$ cat src/rtl/logic_unit_arbiter_if.sv
// logic_unit_arbiter_if: requester-side bus of the shared logic unit arbiter
interface logic_unit_arbiter_if #(parameter int NREQ = 4, parameter int WIDTH = 16);
   localparam int IW = $clog2(NREQ);
   logic [NREQ-1:0]       req;
   logic [2*NREQ-1:0]     op;
   logic [WIDTH*NREQ-1:0] a;
   logic [WIDTH*NREQ-1:0] b;
   logic [NREQ-1:0]       gnt;
   logic [NREQ-1:0]       done;
   logic [WIDTH-1:0]      result;
   logic [IW-1:0]         res_id;
   logic                  busy;
   modport master (output req, op, a, b, input gnt, done, result, res_id, busy);
   modport slave (input req, op, a, b, output gnt, done, result, res_id, busy);
endinterface

$ cat src/rtl/logic_unit_arbiter.sv
// logic_unit_arbiter: round-robin shared bitwise logic unit, grant then result two cycles after request
module logic_unit_arbiter #(parameter int NREQ = 4, parameter int WIDTH = 16) (
   input logic clk,
   input logic rst_n,
   logic_unit_arbiter_if.slave bus
);
   localparam int IW = $clog2(NREQ);
   localparam logic [NREQ-1:0] one = NREQ'(1);
   typedef enum logic {IDLE, EXEC} state_t;
   state_t state;
   logic [IW-1:0] ptr, k, win;
   logic [1:0] op_q;
   logic [WIDTH-1:0] a_q, b_q, f;
   logic [1:0] op_v [NREQ];
   logic [WIDTH-1:0] a_v [NREQ];
   logic [WIDTH-1:0] b_v [NREQ];
   function automatic logic [IW-1:0] wrap(input int v);
      return IW'(v % NREQ);
   endfunction
   // descending scan so the last hit is the first set bit at or above ptr
   always_comb begin
      win = '0;
      for (int i = NREQ - 1; i >= 0; i--)
         if (bus.req[wrap(int'(ptr) + i)]) win = wrap(int'(ptr) + i);
   end
   always_comb
      for (int i = 0; i < NREQ; i++) begin
         op_v[i] = bus.op[2*i +: 2];
         a_v[i] = bus.a[WIDTH*i +: WIDTH];
         b_v[i] = bus.b[WIDTH*i +: WIDTH];
      end
   assign f = op_q == 2'b00 ? a_q & b_q :
              op_q == 2'b01 ? ~(a_q & b_q) :
              op_q == 2'b10 ? a_q | b_q : a_q ^ b_q;
   assign bus.busy = state == EXEC;
   always_ff @(posedge clk or negedge rst_n)
      if (!rst_n) begin
         state <= IDLE;
         ptr <= '0;
         k <= '0;
         op_q <= '0;
         a_q <= '0;
         b_q <= '0;
         bus.gnt <= '0;
         bus.done <= '0;
         bus.result <= '0;
         bus.res_id <= '0;
      end else begin
         bus.done <= '0;
         if (state == IDLE) begin
            if (|bus.req) begin
               state <= EXEC;
               k <= win;
               op_q <= op_v[win];
               a_q <= a_v[win];
               b_q <= b_v[win];
               bus.gnt <= one << win;
            end
         end else begin
            state <= IDLE;
            bus.gnt <= '0;
            bus.done <= one << k;
            bus.result <= f;
            bus.res_id <= k;
            ptr <= wrap(int'(k) + 1);
         end
      end
endmodule

$ cat src/flat_wrapper.sv
// flat-port wrapper written by rule: the top's interface ports become plain ports
module logic_unit_arbiter_flat 
#(parameter int NREQ = 4, parameter int WIDTH = 16)
  (clk, rst_n, bus_req, bus_op, bus_a, bus_b, bus_gnt, bus_done, bus_result, bus_res_id, bus_busy);
  logic_unit_arbiter_if #(.NREQ(NREQ), .WIDTH(WIDTH)) bus_i ();
  input logic clk;
  input logic rst_n;
  input wire logic [$bits(bus_i.req)-1:0] bus_req;
  input wire logic [$bits(bus_i.op)-1:0] bus_op;
  input wire logic [$bits(bus_i.a)-1:0] bus_a;
  input wire logic [$bits(bus_i.b)-1:0] bus_b;
  output wire logic [$bits(bus_i.gnt)-1:0] bus_gnt;
  output wire logic [$bits(bus_i.done)-1:0] bus_done;
  output wire logic [$bits(bus_i.result)-1:0] bus_result;
  output wire logic [$bits(bus_i.res_id)-1:0] bus_res_id;
  output wire logic [$bits(bus_i.busy)-1:0] bus_busy;
  assign bus_i.req = bus_req;
  assign bus_i.op = bus_op;
  assign bus_i.a = bus_a;
  assign bus_i.b = bus_b;
  assign bus_gnt = bus_i.gnt;
  assign bus_done = bus_i.done;
  assign bus_result = bus_i.result;
  assign bus_res_id = bus_i.res_id;
  assign bus_busy = bus_i.busy;
  logic_unit_arbiter #(.NREQ(NREQ), .WIDTH(WIDTH)) u_core (.clk(clk), .rst_n(rst_n), .bus(bus_i));
endmodule
$ cat config.mk
export PLATFORM = sky130hd
export DESIGN_NAME = logic_unit_arbiter_flat
export DESIGN_NICKNAME = d
export VERILOG_FILES = /design/src/rtl/logic_unit_arbiter_if.sv /design/src/rtl/logic_unit_arbiter.sv /design/src/flat_wrapper.sv
export SDC_FILE = /design/constraint.sdc
export NUM_CORES = 1
export LEC_CHECK = 0
export CORE_MARGIN = 2
export CORE_UTILIZATION = 47
export CTS_BUF_LIST = sky130_fd_sc_hd__clkbuf_4
export DETAILED_ROUTE_END_ITERATION = 8
export GPL_TIMING_DRIVEN = 0
export PLACE_DENSITY_LB_ADDON = 0.15
export SLEW_MARGIN = 15
export SYNTH_ARGS = -nofsm -noshare
export SYNTH_HDL_FRONTEND = slang
export SYNTH_SLANG_ARGS = --single-unit
$ cat constraint.sdc
create_clock -name clk -period 2 [get_ports clk]
set_input_delay 0.2 -clock clk [delete_from_list [all_inputs] [get_ports clk]]
set_output_delay 0.2 -clock clk [all_outputs]
set_load 0.02 [all_outputs]
======== After elaboration in Yosys (flattened, before gate mapping) ========
Cells that the tools add are included.
word-level totals
  register bits ........................... 65
  bits of input ports ..................... 142
  output and inout port bits .............. 27
  logic and storage cells ................. 62
operators by class
  reductions and logical operators ........ 4
  eq/ne operators ......................... 2
  $lt $le $gt $ge ......................... 5
  $add $sub $neg .......................... 4
  shifts and indexed selects .............. 2
  mux-type cells .......................... 29
  bitwise operators ....................... 6
operator list
  cell                                                                          count
  16-bit 2-to-1 mux                                                             7
  16-bit binary-select mux with 2-bit select                                    2
  16-bit AND                                                                    1
  16-bit inverter                                                               1
  16-bit OR                                                                     1
  16-bit bitwise XOR                                                            1
  2-bit by 3-bit less-than comparator with 1-bit output, second input constant  4
  2-bit 2-to-1 mux                                                              6
  4-bit 2-to-1 mux                                                              3
  1-bit binary-select mux with 2-bit select                                     4
  1-bit by 2-bit left shift with 4-bit output, first input constant             2
  1-bit 2-to-1 mux                                                              6
  2-bit by 1-bit adder with 2-bit output, second input constant                 2
  2-bit adder, second input constant                                            2
  2-bit binary-select mux with 2-bit select                                     1
  4-bit OR reduction                                                            1
  3-bit greater-or-equal comparator, second input constant                      1
  2-bit inverter with 3-bit output                                              1
  2-bit by 1-bit equality test with 1-bit output, second input constant         1
  2-bit equality test, second input constant                                    1
  2-bit logical NOT                                                             1
  2-bit AND reduction                                                           1
  2-bit nonzero test                                                            1
  1-bit inverter                                                                1

======== Longest topological paths before layout ========
Gate-level depths: netlist (run 1).
  depth in word-level cells ............... 11
  mapped depth ............................ 8
  depth with buffers taken out ............ 6

======== Worst setup path after synthesis (run 1) ========
Ideal clock, no wire load.
  kind .................................... flip-flop to flip-flop
  from .................................... register u_core.ptr[1]
  to ...................................... register u_core.b_q[10]
  required time ........................... 1865 ps
  setup time .............................. 135 ps
  data arrival time ....................... 1582 ps
  period minus slack after synthesis ...... 1717 ps
  buffers on the path ..................... 3
  setup slack ............................. 283 ps
  cell stages (with the launch flop) ...... 9
  cell sequence ........................... dfrtp_1 buf_4 nand2b_1 a21o_1 and2_1 buf_6 buf_6 a221oi_1 a211oi_2
on the way
  cells in the longest elaborated chain, start to end .. 11
  elaborated cells between the ends (all ways) .. 19
  classes of those cells .................. add/sub (3); mux (15); bitwise (1)
RTL lines
  element                                                     line                      text
  start, declared                                             logic_unit_arbiter.sv:11  logic [IW-1:0] ptr, k, win;
  start signal, assigned                                      logic_unit_arbiter.sv:65  ptr <= wrap(int'(k) + 1);
  2-bit adder                                                 logic_unit_arbiter.sv:24  if (bus.req[wrap(int'(ptr) + i)]) win = wrap(int'(ptr) + i);
  1-bit binary-select mux with 2-bit select                   logic_unit_arbiter.sv:24
  1-bit 2-to-1 mux (implied by the code)                      logic_unit_arbiter.sv:24
  2-bit 2-to-1 mux (3 in series)                              logic_unit_arbiter.sv:24
  2-bit 2-to-1 mux (*)                                        logic_unit_arbiter.sv:24
  2-bit inverter with 3-bit output (implied by the code) (*)  logic_unit_arbiter.sv:56  b_q <= b_v[win];
  16-bit binary-select mux with 2-bit select (*)              logic_unit_arbiter.sv:56
  16-bit 2-to-1 mux (implied by the code) (*) (2 in series)   logic_unit_arbiter.sv:56
  end signal, assigned                                        logic_unit_arbiter.sv:56
  end, declared                                               logic_unit_arbiter.sv:13  logic [WIDTH-1:0] a_q, b_q, f;
Mark *: on every way between the ends. The rest lies on a longest branch, timed or not. The select of a mux whose other input is x is not followed.
A chain may end at the register's enable or synchronous reset.

======== Final worst setup path (run 1) ========
  from .................................... register u_core.ptr[1]
  to ...................................... register u_core.b_q[11]
The elaborated chain is that of the path after synthesis.

==> summary.txt, run 1 <==
Clock network
  – Clock-pin slew on the worst setup and hold paths: 0.13 ns
  – Clock latency on the worst-skew pair: 0.43 ns
  – CTS tree: built
  – CTS Buf Count: 9
  – CTS sink count: 65
  – Root buffer cell: clkbuf_4
  – Max H-tree Level: 3
  – Max Buffers Root-to-Sink: 2

Layout
  – P&R area growth vs syn: 48.3%
  – Final layout net count: 856
  – Layout cell share with drive strength beyond 1: 11.3%
  – Most frequent cells in the layout: 167 x clkdlybuf4s50_1, 65 x dfrtp_1, 52 x inv_1
  – Multi-input logic area: 2660 um^2
  – Fillers: 810
  – Final std cells w/o fill: 816
  – N_diodes: 0
  – Design area: 6820 um^2
  – Storage element area: 1630 um^2
  – Most common cell after layout, fill and taps aside: clkdlybuf4s50_1

Critical path
  – Max FO, Critical Path: 10
  – R2R setup slack: 0.02 ns
  – Crit Path Class: flop to flop
  – Critical path's largest stage delay: 0.38 ns
  – CP startpoint kind: flop
  – Slowest-stage cell, CP: dfrtp_1
  – Critical Path AT: 2.30 ns
  – Kind of end point of the critical path: flop
  – Worst EP required: 2.32 ns
  – Worst-path cell chain: buf_4 > nand2b_1 > a21o_1 > and2_4 > buf_6 > buf_8 > a221oi_1 > a211oi_2

Synthesis
  – Avg Cell Area, Syn: 9.31 um^2
  – Netlist cell types: 34
  – XOR/XNOR share of the synthesized area: 0%
  – Mapped Area: 4600 um^2
  – Syn_nets: 672
  – Ys Warns: 0
  – Largest family of logic cells by synthesized area: compound AO/OA/AOI/OAI gates
  – Post-synthesis compound-gate area fraction: 23.8%
  – Adder-Cell Fraction of Synth Area: 9.80%
  – Mux cell area share after synthesis: 8.68%
  – Register area share after synthesis: 35.4%
  – FF+latch count, synth: 65
  – Simple-gate portion of the synthesized area: 12.9%
  – Post-synthesis cell count: 494

Timing
  – Slew HR: 63.8%
  – Clk_skew: 0.0209 ns
  – Final setup viols: 0
  – RSZ-0062 raised after global routing: true
  – Final hold vios: 0
  – Final max-slew violation count: 0
  – Measured slew at the worst slew-check pin: 0.543 ns
  – Fin crit share: 99.1%
  – Max Clock Freq: 0.504 GHz
  – Final min period: 1.98 ns

GRT
  – Initial antenna violation count: 0
  – Number of global-route vias before repair: 4407
  – All-Layer GR Usage: 26.8%
  – Largest net degree at the start of global routing: 62
  – Total gr overflow: 0
  – First-pass GRT wire length: 21.7 mm

Routing
  – Detailed-route wire length per cell: 16.8 um
  – WL final: 13.7 mm
  – Antenna Violating Nets Remaining: 0
  – Vias/cell: 5.38
  – DR pass1 iterations: 4
  – Routed vias: 4394
  – DR iter-0 viols: 158
  – Number of remaining DRC errors: 0

Power
  – Internal cell power: 4.70 mW
  – Static Leakage: 2.97 nW
  – Switching power: 3.73 mW
  – Flop pwr share: 28.6%
  – Logic pwr share: 59.1%
  – Peak supply drop: 0.596 mV
  – PD cells: 1240 nW/um^2
  – Net Sw Frac: 44.2%
  – Clk pwr share: 12.2%

Floorplan
  – Rows: 36
  – Top-Level Pins: 169
  – Core area: 9640 um^2
  – Die X: 103 um
  – Initial Util: 47.7%
  – Die ar.: 10600 um^2
  – Die height: 103 um

Place
  – DP HPWL: 11.1 mm
  – Post-DP Area: 6470 um^2
  – Placer Congestion: 0.870
  – Placed cells: 796
  – Port-buffer cells: 168

Min path
  – HP Class: input pin to async pin

Outcome
  – Outcome: finished clean

Job
  – Max Cap Viol: 0
[metal layers]
metal | up-vias | track usage (%) | routed length, um
met3 | 18 | 4.34 | 845
met5 | - | 0 | 0
met2 | 166 | 45.3 | 6780
li1 | 2129 | - | -
met4 | 0 | 8.10 | 170
met1 | 2081 | 35.4 | 5880
[per-stage QoR]
step	hold WS, ns	utilization, %	setup slack, ns	total power, mW	setup TNS [ns]
5_1_grt	0.112	70.7	-0.0510	9.10	-0.387
3_5_place_dp	0.0156	67.1	-0.381	7.17	-9.12
6_report	0.105	70.7	0.0174	8.42	0
4_1_cts	0.106	69.2	0.0111	8.21	0
2_1_floorplan	-0.0956	-	0.283	5.43	0
3_3_place_gp	0.464	66.9	-1.30	6.98	-92.94
[state kept, by name, summed over array words and instances, names as in the netlist]
register           cells
u_core.a_q            16
u_core.b_q            16
u_core.bus.busy        1
u_core.bus.done        4
u_core.bus.gnt         4
u_core.bus.res_id      2
u_core.bus.result     16
u_core.k               2
u_core.op_q            2
u_core.ptr             2
[kinds of logic (layout without fill, tap and decap cells)]
logic type / Yosys count / after routing
AOI/OAI and AO/OA: 144 / 144
DFF: 65 / 65
and+or+nand+nor: 117 / 117
muxes: 39 / 39
buffers and inverters: 93 / 282
adders and majority gates: 36 / 36
[repair_timing]
action	in CTS	in global routing
hold buffers	1	0
setup buffers	0	3
hold endpoints to repair	65	0
pin swaps	0	3
gates resized for setup	4	25
setup endpoints to repair	3	32
[power groups by stage]
stage / Sequential [mW] / Clock, mW / Combinational, mW
after floorplan: 2.58 / 0 / 2.85
after global placement: 2.41 / 0 / 4.57
after detailed placement: 2.45 / 0 / 4.73
after CTS: 2.41 / 1.03 / 4.77
after global routing: 2.50 / 1.09 / 5.51
final: 2.41 / 1.03 / 4.98
[Yosys cell counts (all sizes together)]
cell type  number  area share, %
ha             36            9.8
mux2            4            1.1
nand2b          2           0.27
a211oi         34            6.5
nand2          35            2.9
buf            21            3.5
o22a            1           0.19
nor2           35            3.0
o21a            1           0.16
dfrtp          65             35
a22o            1           0.19
nand3b          1           0.16
nor3            1           0.35
o221ai          1           0.57
a21o            1           0.16
and2           39            5.3
o21ai          37            4.0
nor2b           1           0.14
a32o            1           0.22
and3            1           0.14
o211ai         31            5.1
inv            52            4.2
mux2i          35            7.6
clkbuf         20            1.6
nand3           1           0.22
a221oi         34            6.5
nor4            1           0.46
a21oi           2           0.22
[critical path, delay by kind of cell, from the launching register on]
family	cells	cell delay, ns
compound gates	3	0.70
buf+inv	3	0.45
flops	1	0.38
simple gates	2	0.33
[final timing paths]
path                                                  start                          endpoint  depth (start not counted)
setup reg to reg                  u_core.ptr[1]$_DFFE_PN0P_        u_core.b_q[11]$_DFFE_PN0P_                          8
min in group clk                                  bus_op[2]        u_core.op_q[0]$_DFFE_PN0P_                          3
hold reg to reg            u_core.bus.result[7]$_DFFE_PN0P_  u_core.bus.result[7]$_DFFE_PN0P_                          2
max in group asynchronous                             rst_n        u_core.a_q[10]$_DFFE_PN0P_                          3
hold / removal                                        rst_n  u_core.bus.res_id[0]$_DFFE_PN0P_                          2
setup / recovery                  u_core.ptr[1]$_DFFE_PN0P_        u_core.b_q[11]$_DFFE_PN0P_                          8
[final cells by class]
cell class / instances / share of cell area (%)
Sequential cell: 65 / 23.9
Timing Repair Buffer: 173 / 25.7
Multi-Input combinational cell: 336 / 39.0
Clock inverter: 7 / 1.40
Tap cell: 133 / 2.44
Inverter: 52 / 2.86
Buffer: 41 / 3.74
Clock buffer: 9 / 0.991
Note: power is estimated with default switching activity, not from simulation.
==> run 2: changes to the inputs <==
CORE_MARGIN = default   (was 2)
GPL_ROUTABILITY_DRIVEN = 0   (was default)
==> summary.txt, run 2 (synthesis results as in run 1) <==
GRT
  – Initial antenna violation count: 0 (unchanged)
  – GR peak layer: met2 (unchanged)
  – All-Layer GR Usage: 28.0% (was 26.8%)
  – M3 GR Usage: 6.80% (was 4.34%)
  – Total gr overflow: 0 (unchanged)
  – Largest net degree at the start of global routing: 40 (was 62)
  – Number of global-route vias before repair: 4438 (was 4407)
  – First-pass GRT wire length: 21.6 mm (was 21.7 mm)
  – Met1 GRT Util: 34.3% (was 35.4%)
  – Met2 usage: 48.7% (was 45.3%)

Routing
  – Antenna Violating Nets Remaining: 0 (unchanged)
  – Detailed-route wire length per cell: 16.7 um (was 16.8 um)
  – Vias/cell: 5.48 (was 5.38)
  – DR iter-0 viols: 121 (was 158)
  – DR pass1 iterations: 4 (unchanged)
  – Number of remaining DRC errors: 0 (unchanged)
  – WL final: 13.6 mm (was 13.7 mm)
  – Routed vias: 4453 (was 4394)

Place
  – Setup WS pre-CTS: -0.423 ns (was -0.381 ns)
  – Post-DP Area: 6460 um^2 (was 6470 um^2)
  – DP HPWL: 11.1 mm (about the same)
  – Port-buffer cells: 168 (unchanged)

Clock network
  – Clock-pin slew on the worst setup and hold paths: 0.12 ns (was 0.13 ns)
  – Max H-tree Level: 3 (unchanged)
  – CTS sink count: 65 (unchanged)
  – CTS tree: built (unchanged)
  – Max Buffers Root-to-Sink: 2 (unchanged)
  – CTS Buf Count: 9 (unchanged)
  – Clock latency on the worst-skew pair: 0.43 ns (about the same)
  – Root buffer cell: clkbuf_4 (unchanged)

Critical path
  – Max FO, Critical Path: 10 (unchanged)
  – Crit Path Class: flop to flop (unchanged)
  – CP startpoint kind: flop (unchanged)
  – Kind of end point of the critical path: flop (unchanged)
  – Worst EP required: 2.35 ns (was 2.32 ns)
  – Critical Path AT: 2.29 ns (was 2.30 ns)

Timing
  – Clk_skew: 0.0146 ns (was 0.0209 ns)
  – Final WS setup: 0.0568 ns (was 0.0174 ns)
  – Final max-slew violation count: 0 (unchanged)
  – Final setup viols: 0 (unchanged)
  – RSZ-0062 raised after global routing: true (unchanged)
  – Final min period: 1.94 ns (was 1.98 ns)
  – Max Clock Freq: 0.515 GHz (was 0.504 GHz)
  – Final hold vios: 0 (unchanged)
  – Slew HR: 63.4% (was 63.8%)
  – Fin crit share: 97.2% (was 99.1%)
  – Measured slew at the worst slew-check pin: 0.550 ns (was 0.543 ns)

Layout
  – Design area: 6800 um^2 (was 6820 um^2)
  – N_diodes: 0 (unchanged)
  – Final layout net count: 857 (was 856)
  – Largest registers: u_core.a_q (16), u_core.b_q (16), u_core.bus.result (16) (unchanged)
  – Most common cell after layout, fill and taps aside: clkdlybuf4s50_1 (unchanged)
  – Most frequent cells in the layout: 167 x clkdlybuf4s50_1, 65 x dfrtp_1, 52 x inv_1 (unchanged)
  – P&R area growth vs syn: 47.9% (was 48.3%)
  – Layout cell share with drive strength beyond 1: 10.8% (was 11.3%)

Floorplan
  – Rows: 35 (was 36)
  – Die X: 101 um (was 103 um)
  – Top-Level Pins: 169 (unchanged)
  – Die ar.: 10200 um^2 (was 10600 um^2)
  – Core area: 9370 um^2 (was 9640 um^2)
  – Die height: 101 um (was 103 um)
  – Initial Util: 49.1% (was 47.7%)

Job
  – Max Cap Viol: 0 (unchanged)

Power
  – Peak supply drop: 0.547 mV (was 0.596 mV)
  – PD cells: 1250 nW/um^2 (was 1240 nW/um^2)
  – Static Leakage: 2.98 nW (was 2.97 nW)

Min path
  – HP Class: input pin to async pin (unchanged)

Outcome
  – Outcome: finished clean (unchanged)
## run 2: changes by cell type in the layout (fill, tap and decap cells not counted), moves of 2 or more
cell	delta
buf_4	+2
buf_6	+2
mux2i_1	+3
mux2i_2	-2
## run 2: where the power goes
part           total [mW]  switching (mW)  internal (mW)
clock network        1.15           0.518          0.631
logic                4.93            2.70           2.23
registers            2.41           0.481           1.93
## run 2: metal layers
| layer | vias to the layer above | part of all wire [%] |
|---|---|---|
| li1 | 2134 | - |
| met1 | 2115 | 42 |
| met4 | 0 | 1.5 |
| met3 | 20 | 7.4 |
| met2 | 184 | 49 |
| met5 | - | 0 |
## run 2: final cells by class
cell class,count,area [um^2]
Timing Repair Buffer,174,1750
Fill cell,706,2570
Multi-Input combinational cell,336,2630
Sequential cell,65,1630
Clock buffer,9,67.6
Inverter,52,195
Clock inverter,7,119
Tap cell,129,161
Buffer,41,245
## run 2: critical path, stage by stage (launching register included)
cell and delay (ns):
dfrtp_1 0.38, buf_4 0.17, mux2_4 0.29, nand2_1 0.10, nand3_2 0.16, buf_6 0.20
buf_6 0.17, mux2i_2 0.18, a211oi_2 0.22
## run 2: stage by stage
step	total power [mW]	hold slack, ns	cells	util (%)	TNS [ns]
after floorplan	5.43	-0.0956	494	-	0
after global placement	6.96	0.478	791	68.7	-91.15
after detailed placement	7.17	0.128	792	68.9	-9.05
after CTS	8.34	0.208	809	71.2	0
after global routing	9.16	0.241	813	72.5	-0.242
final	8.49	0.206	813	72.5	0
## run 2: final timing paths
path                                               start                       endpoint  slack (ns)  cells past startpoint
max                            u_core.ptr[1]$_DFFE_PN0P_      u_core.b_q[7]$_DFFE_PN0P_        0.06                      8
min                                                rst_n   u_core.bus.done[2]$_DFF_PN0_        0.21                      2
max reg2reg                    u_core.ptr[1]$_DFFE_PN0P_      u_core.b_q[7]$_DFFE_PN0P_        0.06                      8
min reg2reg                u_core.bus.gnt[0]$_DFFE_PN0P_  u_core.bus.gnt[0]$_DFFE_PN0P_        0.51                      1
max in group asynchronous                          rst_n  u_core.bus.gnt[3]$_DFFE_PN0P_        1.27                      3
min in group clk                                bus_a[1]      u_core.a_q[1]$_DFFE_PN0P_        0.42                      3
## run 2: timing repair
item,in CTS,in global routing
pin swaps,0,1
setup buffers,0,4
endpoints found under the hold margin,34,0
setup endpoints to repair,2,31
hold buffers,1,0
resized for setup,3,19
